[config.mk]
export PLATFORM = sky130hd
export DESIGN_NAME = dbus_bridge
export DESIGN_NICKNAME = d
export VERILOG_FILES = /design/src/rtl/dbus_bridge_pkg.sv /design/src/rtl/dbus_timeout.sv /design/src/rtl/dbus_bridge.sv
export SDC_FILE = /design/constraint.sdc
export NUM_CORES = 1
export LEC_CHECK = 0
export CAP_MARGIN = 5
export CORE_ASPECT_RATIO = 1.4
export CORE_UTILIZATION = 40
export CTS_BUF_LIST = sky130_fd_sc_hd__clkbuf_8
export DETAILED_ROUTE_END_ITERATION = 16
export PLACE_DENSITY = 0.78
export SLEW_MARGIN = 20
export SYNTH_ARGS = -nofsm -noshare
export SYNTH_HDL_FRONTEND = slang
export SYNTH_SLANG_ARGS = --single-unit
[constraint.sdc]
create_clock -name clk -period 2.5 [get_ports clk]
set_input_delay 0.75 -clock clk [delete_from_list [all_inputs] [get_ports clk]]
set_output_delay 0.75 -clock clk [all_outputs]
set_load 0.005 [all_outputs]
[src/rtl/dbus_bridge_pkg.sv]
// ---------------------------------------------------------------------------
// dbus_bridge_pkg
// Shared definitions for the core data-bus to memory bridge:
//   - FSM state encoding (IDLE / REQ / DONE)
//   - default timeout and error-data constants
//   - latched request record and word-alignment helper
// ---------------------------------------------------------------------------
package dbus_bridge_pkg;

  localparam logic [1:0] ST_IDLE = 2'd0;
  localparam logic [1:0] ST_REQ  = 2'd1;
  localparam logic [1:0] ST_DONE = 2'd2;

  localparam int          DEFAULT_TIMEOUT  = 255;
  localparam logic [31:0] DEFAULT_ERR_DATA = 32'hFFFF_FFFF;

  // Counter width covers the largest legal TIMEOUT (65535).
  localparam int CNT_W = 16;

  // Access captured in IDLE and held stable for the whole REQ phase.
  typedef struct packed {
    logic [31:0] addr;
    logic [31:0] wdata;
    logic [3:0]  be;
    logic        we;
  } dbus_req_t;

  // Memory side only sees word addresses.
  function automatic logic [31:0] word_align(input logic [31:0] a);
    return {a[31:2], 2'b00};
  endfunction

endpackage

[src/rtl/dbus_timeout.sv]
// ---------------------------------------------------------------------------
// dbus_timeout
// Loadable up-counter with a terminal-count flag, used to bound how long the
// bridge waits for a memory acknowledge.
// Ports:
//   clk      in   clock
//   res      in   synchronous active-high reset (count -> 0)
//   load     in   load load_val (has priority over inc)
//   load_val in   value to load
//   inc      in   increment by one
//   tc       out  count equals TC_VALUE
// ---------------------------------------------------------------------------
module dbus_timeout
  import dbus_bridge_pkg::*;
#(
  parameter logic [CNT_W-1:0] TC_VALUE = 16'd254
) (
  input  logic             clk,
  input  logic             res,
  input  logic             load,
  input  logic [CNT_W-1:0] load_val,
  input  logic             inc,
  output logic             tc
);

  logic [CNT_W-1:0] count_r;

  // Wait-cycle counter
  always_ff @(posedge clk) begin
    if (res) begin
      count_r <= {CNT_W{1'b0}};
    end else if (load) begin
      count_r <= load_val;
    end else if (inc) begin
      count_r <= count_r + {{(CNT_W-1){1'b0}}, 1'b1};
    end else begin
      count_r <= count_r;
    end
  end

  assign tc = (count_r == TC_VALUE);

endmodule

[src/rtl/dbus_bridge.sv]
// ---------------------------------------------------------------------------
// dbus_bridge
// Bridges a single-cycle core data port onto a request/acknowledge memory
// bus. The core is frozen through `halt` while an access is in flight; the
// result is presented on core_rdata in the DONE cycle, where halt drops so the
// core retires the access. Accesses with no acknowledge after TIMEOUT REQ
// cycles are force-completed, return ERR_DATA (loads) and set a sticky err.
// Ports:
//   clk, res                   clock, synchronous active-high reset
//   core_addr/wdata/be/re/we   core access request
//   core_rdata                 load data (read register)
//   dbg_halt                   external halt, ORed into halt
//   halt                       combinational stall to the core
//   mem_req/we/addr/wdata/be   memory request, held until acknowledged
//   mem_rdata, mem_ack         memory response
//   err                        sticky timeout flag
// ---------------------------------------------------------------------------
module dbus_bridge
  import dbus_bridge_pkg::*;
#(
  parameter int          TIMEOUT  = DEFAULT_TIMEOUT,
  parameter logic [31:0] ERR_DATA = DEFAULT_ERR_DATA
) (
  input  logic        clk,
  input  logic        res,
  input  logic [31:0] core_addr,
  input  logic [31:0] core_wdata,
  input  logic [3:0]  core_be,
  input  logic        core_re,
  input  logic        core_we,
  output logic [31:0] core_rdata,
  input  logic        dbg_halt,
  output logic        halt,
  output logic        mem_req,
  output logic        mem_we,
  output logic [31:0] mem_addr,
  output logic [31:0] mem_wdata,
  output logic [3:0]  mem_be,
  input  logic [31:0] mem_rdata,
  input  logic        mem_ack,
  output logic        err
);

  // Timed out when the counter shows TIMEOUT-1 in a REQ cycle without ack,
  // i.e. after exactly TIMEOUT REQ cycles.
  localparam logic [CNT_W-1:0] TC_VALUE = CNT_W'(TIMEOUT - 1);

  logic [1:0]  state_r;
  logic [1:0]  next_state_s;
  dbus_req_t   req_r;
  logic        mem_req_r;
  logic [31:0] rdata_r;
  logic        err_r;

  logic access_s;
  logic start_s;
  logic ack_s;
  logic tmo_s;
  logic done_s;
  logic cnt_load_s;
  logic cnt_inc_s;
  logic tc_s;

  assign access_s = core_re | core_we;
  assign start_s  = (state_r == ST_IDLE) & access_s & ~dbg_halt;
  // mem_ack is only meaningful while a request is outstanding.
  assign ack_s    = (state_r == ST_REQ) & mem_ack;
  assign tmo_s    = (state_r == ST_REQ) & ~mem_ack & tc_s;
  assign done_s   = ack_s | tmo_s;

  // Counter is held at zero outside REQ and cleared on completion.
  assign cnt_load_s = (state_r != ST_REQ) | done_s;
  assign cnt_inc_s  = (state_r == ST_REQ) & ~done_s;

  dbus_timeout #(
    .TC_VALUE (TC_VALUE)
  ) u_timeout (
    .clk      (clk),
    .res      (res),
    .load     (cnt_load_s),
    .load_val ({CNT_W{1'b0}}),
    .inc      (cnt_inc_s),
    .tc       (tc_s)
  );

  // Next-state decode
  always_comb begin
    next_state_s = state_r;
    case (state_r)
      ST_IDLE: begin
        if (start_s) begin
          next_state_s = ST_REQ;
        end else begin
          next_state_s = ST_IDLE;
        end
      end
      ST_REQ: begin
        if (done_s) begin
          next_state_s = ST_DONE;
        end else begin
          next_state_s = ST_REQ;
        end
      end
      ST_DONE: next_state_s = ST_IDLE;
      default: next_state_s = ST_IDLE;
    endcase
  end

  // State register
  always_ff @(posedge clk) begin
    if (res) begin
      state_r <= ST_IDLE;
    end else begin
      state_r <= next_state_s;
    end
  end

  // Request latch and registered mem_req (high exactly while in REQ)
  always_ff @(posedge clk) begin
    if (res) begin
      req_r     <= '0;
      mem_req_r <= 1'b0;
    end else begin
      if (start_s) begin
        // A simultaneous load+store is issued as a store.
        req_r <= '{addr:  word_align(core_addr),
                   wdata: core_wdata,
                   be:    core_be,
                   we:    core_we};
      end else begin
        req_r <= req_r;
      end
      mem_req_r <= (next_state_s == ST_REQ);
    end
  end

  // Read register: only loads update it; stores return nothing, even when
  // they time out.
  always_ff @(posedge clk) begin
    if (res) begin
      rdata_r <= 32'h0000_0000;
    end else if (ack_s & ~req_r.we) begin
      rdata_r <= mem_rdata;
    end else if (tmo_s & ~req_r.we) begin
      rdata_r <= ERR_DATA;
    end else begin
      rdata_r <= rdata_r;
    end
  end

  // Sticky timeout flag, cleared only by reset
  always_ff @(posedge clk) begin
    if (res) begin
      err_r <= 1'b0;
    end else if (tmo_s) begin
      err_r <= 1'b1;
    end else begin
      err_r <= err_r;
    end
  end

  // halt is combinational so the core freezes on the same edge the access is
  // presented; reset forces it low.
  assign halt = ~res & (dbg_halt
                        | ((state_r == ST_IDLE) & access_s)
                        | (state_r == ST_REQ));

  assign mem_req    = mem_req_r;
  assign mem_we     = req_r.we;
  assign mem_addr   = req_r.addr;
  assign mem_wdata  = req_r.wdata;
  assign mem_be     = req_r.be;
  assign core_rdata = rdata_r;
  assign err        = err_r;

endmodule

==> summary.txt <==
Job
  – Max-cap violations: 0

Power
  – Power per Cell Area: 644 nW/um2
  – Flop pwr share: 0.446
  – Net switching power: 1100 uW
  – Leakage: about 0.0025 uW
  – Sw frac: 0.238
  – Internal power: 3530 uW
  – Logic pwr share: 0.153
  – Clock power share: 0.401
  – Worst VDD drop: ~0.43 mV

Routing
  – M1 wire length: 5.16 mm
  – Vias: between 4k and 5k
  – Remaining DRCs: 0
  – Wire length on met2: 6.73 mm
  – Initial drt markers: 185
  – WL met3: ~1.1 mm
  – Routed wire per std cell: 14.9 um
  – DR top layer: met4
  – Routed Antenna Nets: 0
  – Routed vias/inst: 5.23
  – Detailed Route WL: around 13 mm
  – Drt first pass iters: 4

Floorplanning
  – Num rows: 45
  – Die ar.: 11,800 um2
  – Die X: between 90 and 100 um
  – Core footprint: 11,000 um2
  – Starting Density: 0.414
  – Ports: 210
  – Die Height: 128 um

Timing
  – Pins Over Slew Limit: 0
  – Setup violations, final: 0
  – Clock Skews: 0.0128 ns
  – Fmax: 421 MHz
  – Rel. slew slack: 0.294
  – Fin. Hold Viols: 0
  – RSZ-0062 raised after global routing: false
  – Final min period: 2.38 ns
  – Final Cycle Share: 0.951
  – Worst hold margin: 0.455 ns
  – Measured slew at the worst slew-check pin: 1.06 ns

Finish
  – P&R area growth vs syn: 58.1%
  – Commonest non-fill, non-tap cell in the layout: clkdlybuf4s50_1
  – Final nets: 849
  – Commonest non-fill, non-tap cells in the layout: 201 x clkdlybuf4s50_1, 140 x nand2_1, 119 x dfxtp_1
  – Fraction of layout cells with a size suffix above 1: 0.0730
  – N_diodes: 0
  – Design area: 7180 um2

Global routing
  – Total track usage: 0.229
  – First-pass GRT wire length: 21.6 mm
  – Vias in the first global route: 4,600
  – Total congestion overflow: 0
  – Largest net degree at the start of global routing: 104
  – Antenna violations before repair: 0

Min path
  – Hold depth: 2
  – Worst hold path class: flop to flop
  – Hold EP: mem_wdata[7]
  – Hold Startpoint: mem_wdata[7]

Critical path
  – Critical Path AT: 1.63 ns
  – Nature of the critical path startpoint: input port
  – Worst reg2reg path depth: 6
  – Crit-path cells: dlygate4sd2_1 -> nor3_1 -> nor2_1 -> nor2_1 -> nor2_1 -> dlygate4sd2_1
  – Critical path class: input port to output pin
  – Crit path top cell by count: nor2_1
  – Flop2flop setup slack: 0.49 ns
  – Maximum fanout count along the critical path: 2
  – Largest stage delay, worst path: roughly 0.26 ns
  – CP max-delay cell: dlygate4sd2_1
  – CP bufs+invs: 2
  – R2r startpoint: u_timeout.count_r[1]
  – R2R Path End: core_rdata[25]
  – CP startpoint: core_re
  – Crit-path leading delay family: buffers and inverters
  – CP Capture Type: output pin
  – Required time of the critical path: 1.75 ns

Clock network
  – Root Buffer: clkbuf_8
  – Cts hold-fix bufs: 0
  – Clock transition at the registers of the reported paths: 0.06 ns
  – Maximum clock insertion buffer count: 2
  – H-tree depth: 4
  – CTS tree: built
  – Num CTS Buffers: 17
  – Clock latency on the worst-skew pair: 0.42 ns
  – # clock sinks: 119

Synthesis
  – Syn Std Cell Area: 4550 um2
  – Mapped Cells: 547
  – Sequential fraction of the synthesis area: 0.524
  – #FFs+latches synth: 119
  – Cell variety after synth: 29
  – Ys Warns: 0
  – Mean Syn Cell Area: 8.31 um2

Placement
  – Placed wire-length estimate: just over 9 mm
  – Gpl congestion: 0.760
  – Placed cell area: 6760 um2
  – Port buffer count: roughly 210

Status
  – Status: finished, final reports clean
[worst min-delay path: cells and delay by family, from the launching register on]
family	cells	cell delay (ns)
AND/OR/NAND/NOR	1	0.05
flip-flops	1	0.31
AO/OA/AOI/OAI	1	0.05
[cell families after synthesis]
kind of cell | after synthesis | share of synthesized area
adders and majority gates | 2 | 0.00550
buffers and inverters | 53 | 0.0504
other | 1 | 0.000825
DFF | 119 | 0.524
AOI/OAI and AO/OA | 135 | 0.177
and+or+nand+nor | 223 | 0.216
xor gates and xnor gates | 14 | 0.0270
[power by group through the flow]
stage	sequential (uW)	combinational [uW]	clock (uW)
5_1_grt	2070	772	1980
6_report	2060	708	1860
2_1_floorplan	2110	256	0
4_1_cts	2060	713	1900
3_5_place_dp	2100	710	0
3_3_place_gp	2100	700	0
[Yosys cell counts (all sizes together)]
| master | number | area share |
|---|---|---|
| xor2 | 4 | 0.0077 |
| or2 | 1 | 0.0014 |
| nor3 | 54 | 0.059 |
| o22ai | 32 | 0.044 |
| dfxtp | 119 | 0.52 |
| a21oi | 69 | 0.076 |
| xnor2 | 10 | 0.019 |
| a211oi | 32 | 0.053 |
| or4b | 1 | 0.0022 |
| o32ai | 2 | 0.0039 |
| or3 | 1 | 0.0014 |
| clkbuf | 41 | 0.034 |
| nand2 | 140 | 0.12 |
| buf | 8 | 0.013 |
| conb | 1 | 0.00082 |
| nor4 | 5 | 0.010 |
| nand3 | 4 | 0.0044 |
| or3b | 1 | 0.0019 |
| or4 | 1 | 0.0017 |
| nand4 | 4 | 0.0055 |
| nor2 | 8 | 0.0066 |
| inv | 4 | 0.0033 |
| and3b | 1 | 0.0019 |
| and2 | 1 | 0.0014 |
| and4 | 1 | 0.0019 |
| ha | 2 | 0.0055 |
[final cells by class]
cell class / count / area, um2
repair buffers: 223 / 2230
multi-input cells: 376 / 1950
fillers: 905 / 3790
inverters: 4 / 15.0
well taps: 141 / 176
clock buffers: 18 / 248
clock inverters: 13 / 181
flip-flops and latches: 119 / 2380
[state kept, by name (all words and copies together) (netlist names)]
name / flops
core_rdata: 32
err: 1
mem_addr: 30
mem_be: 4
mem_req: 1
mem_wdata: 32
mem_we: 1
state_r: 2
u_timeout.count_r: 16
[layer usage]
layer / track usage / vias to the layer above
met5: 0 / -
met4: 0.0928 / 0
met3: 0.0824 / 21
met2: 0.395 / 189
met1: 0.255 / 2182
li1: - / 2286
[timing repair]
| action | 4_1_cts | 5_1_grt |
|---|---|---|
| endpoints found under the setup margin | 1 | 0 |
| buffers inserted | 0 | 0 |
| resized for setup | 3 | 0 |
| hold endpoints to repair | 0 | 0 |
[metrics by stage]
| step | cells | power (uW) | setup TNS (ns) | setup slack, ns | utilization |
|---|---|---|---|---|---|
| final | 894 | 4630 | 0 | 0.123 | 0.654 |
| after global routing | 894 | 4830 | 0 | 0.0637 | 0.654 |
| after CTS | 894 | 4670 | 0 | 0.127 | 0.654 |
| after detailed placement | 863 | 2810 | -10.18 | -0.254 | 0.616 |
| after global placement | 863 | 2790 | -7.71 | -0.250 | 0.616 |
| after floorplan | 548 | 2360 | 0 | 0.222 | - |
[worst max-delay path by stage]
stage | slack, ns | cells past startpoint | to
after floorplan | 0.22 | 6 | mem_req
after global placement | -0.25 | 6 | halt
after detailed placement | -0.25 | 6 | halt
after CTS | 0.13 | 6 | halt
after global routing | 0.06 | 6 | halt
final | 0.12 | 6 | halt
Power figures use the tool's default switching activity.
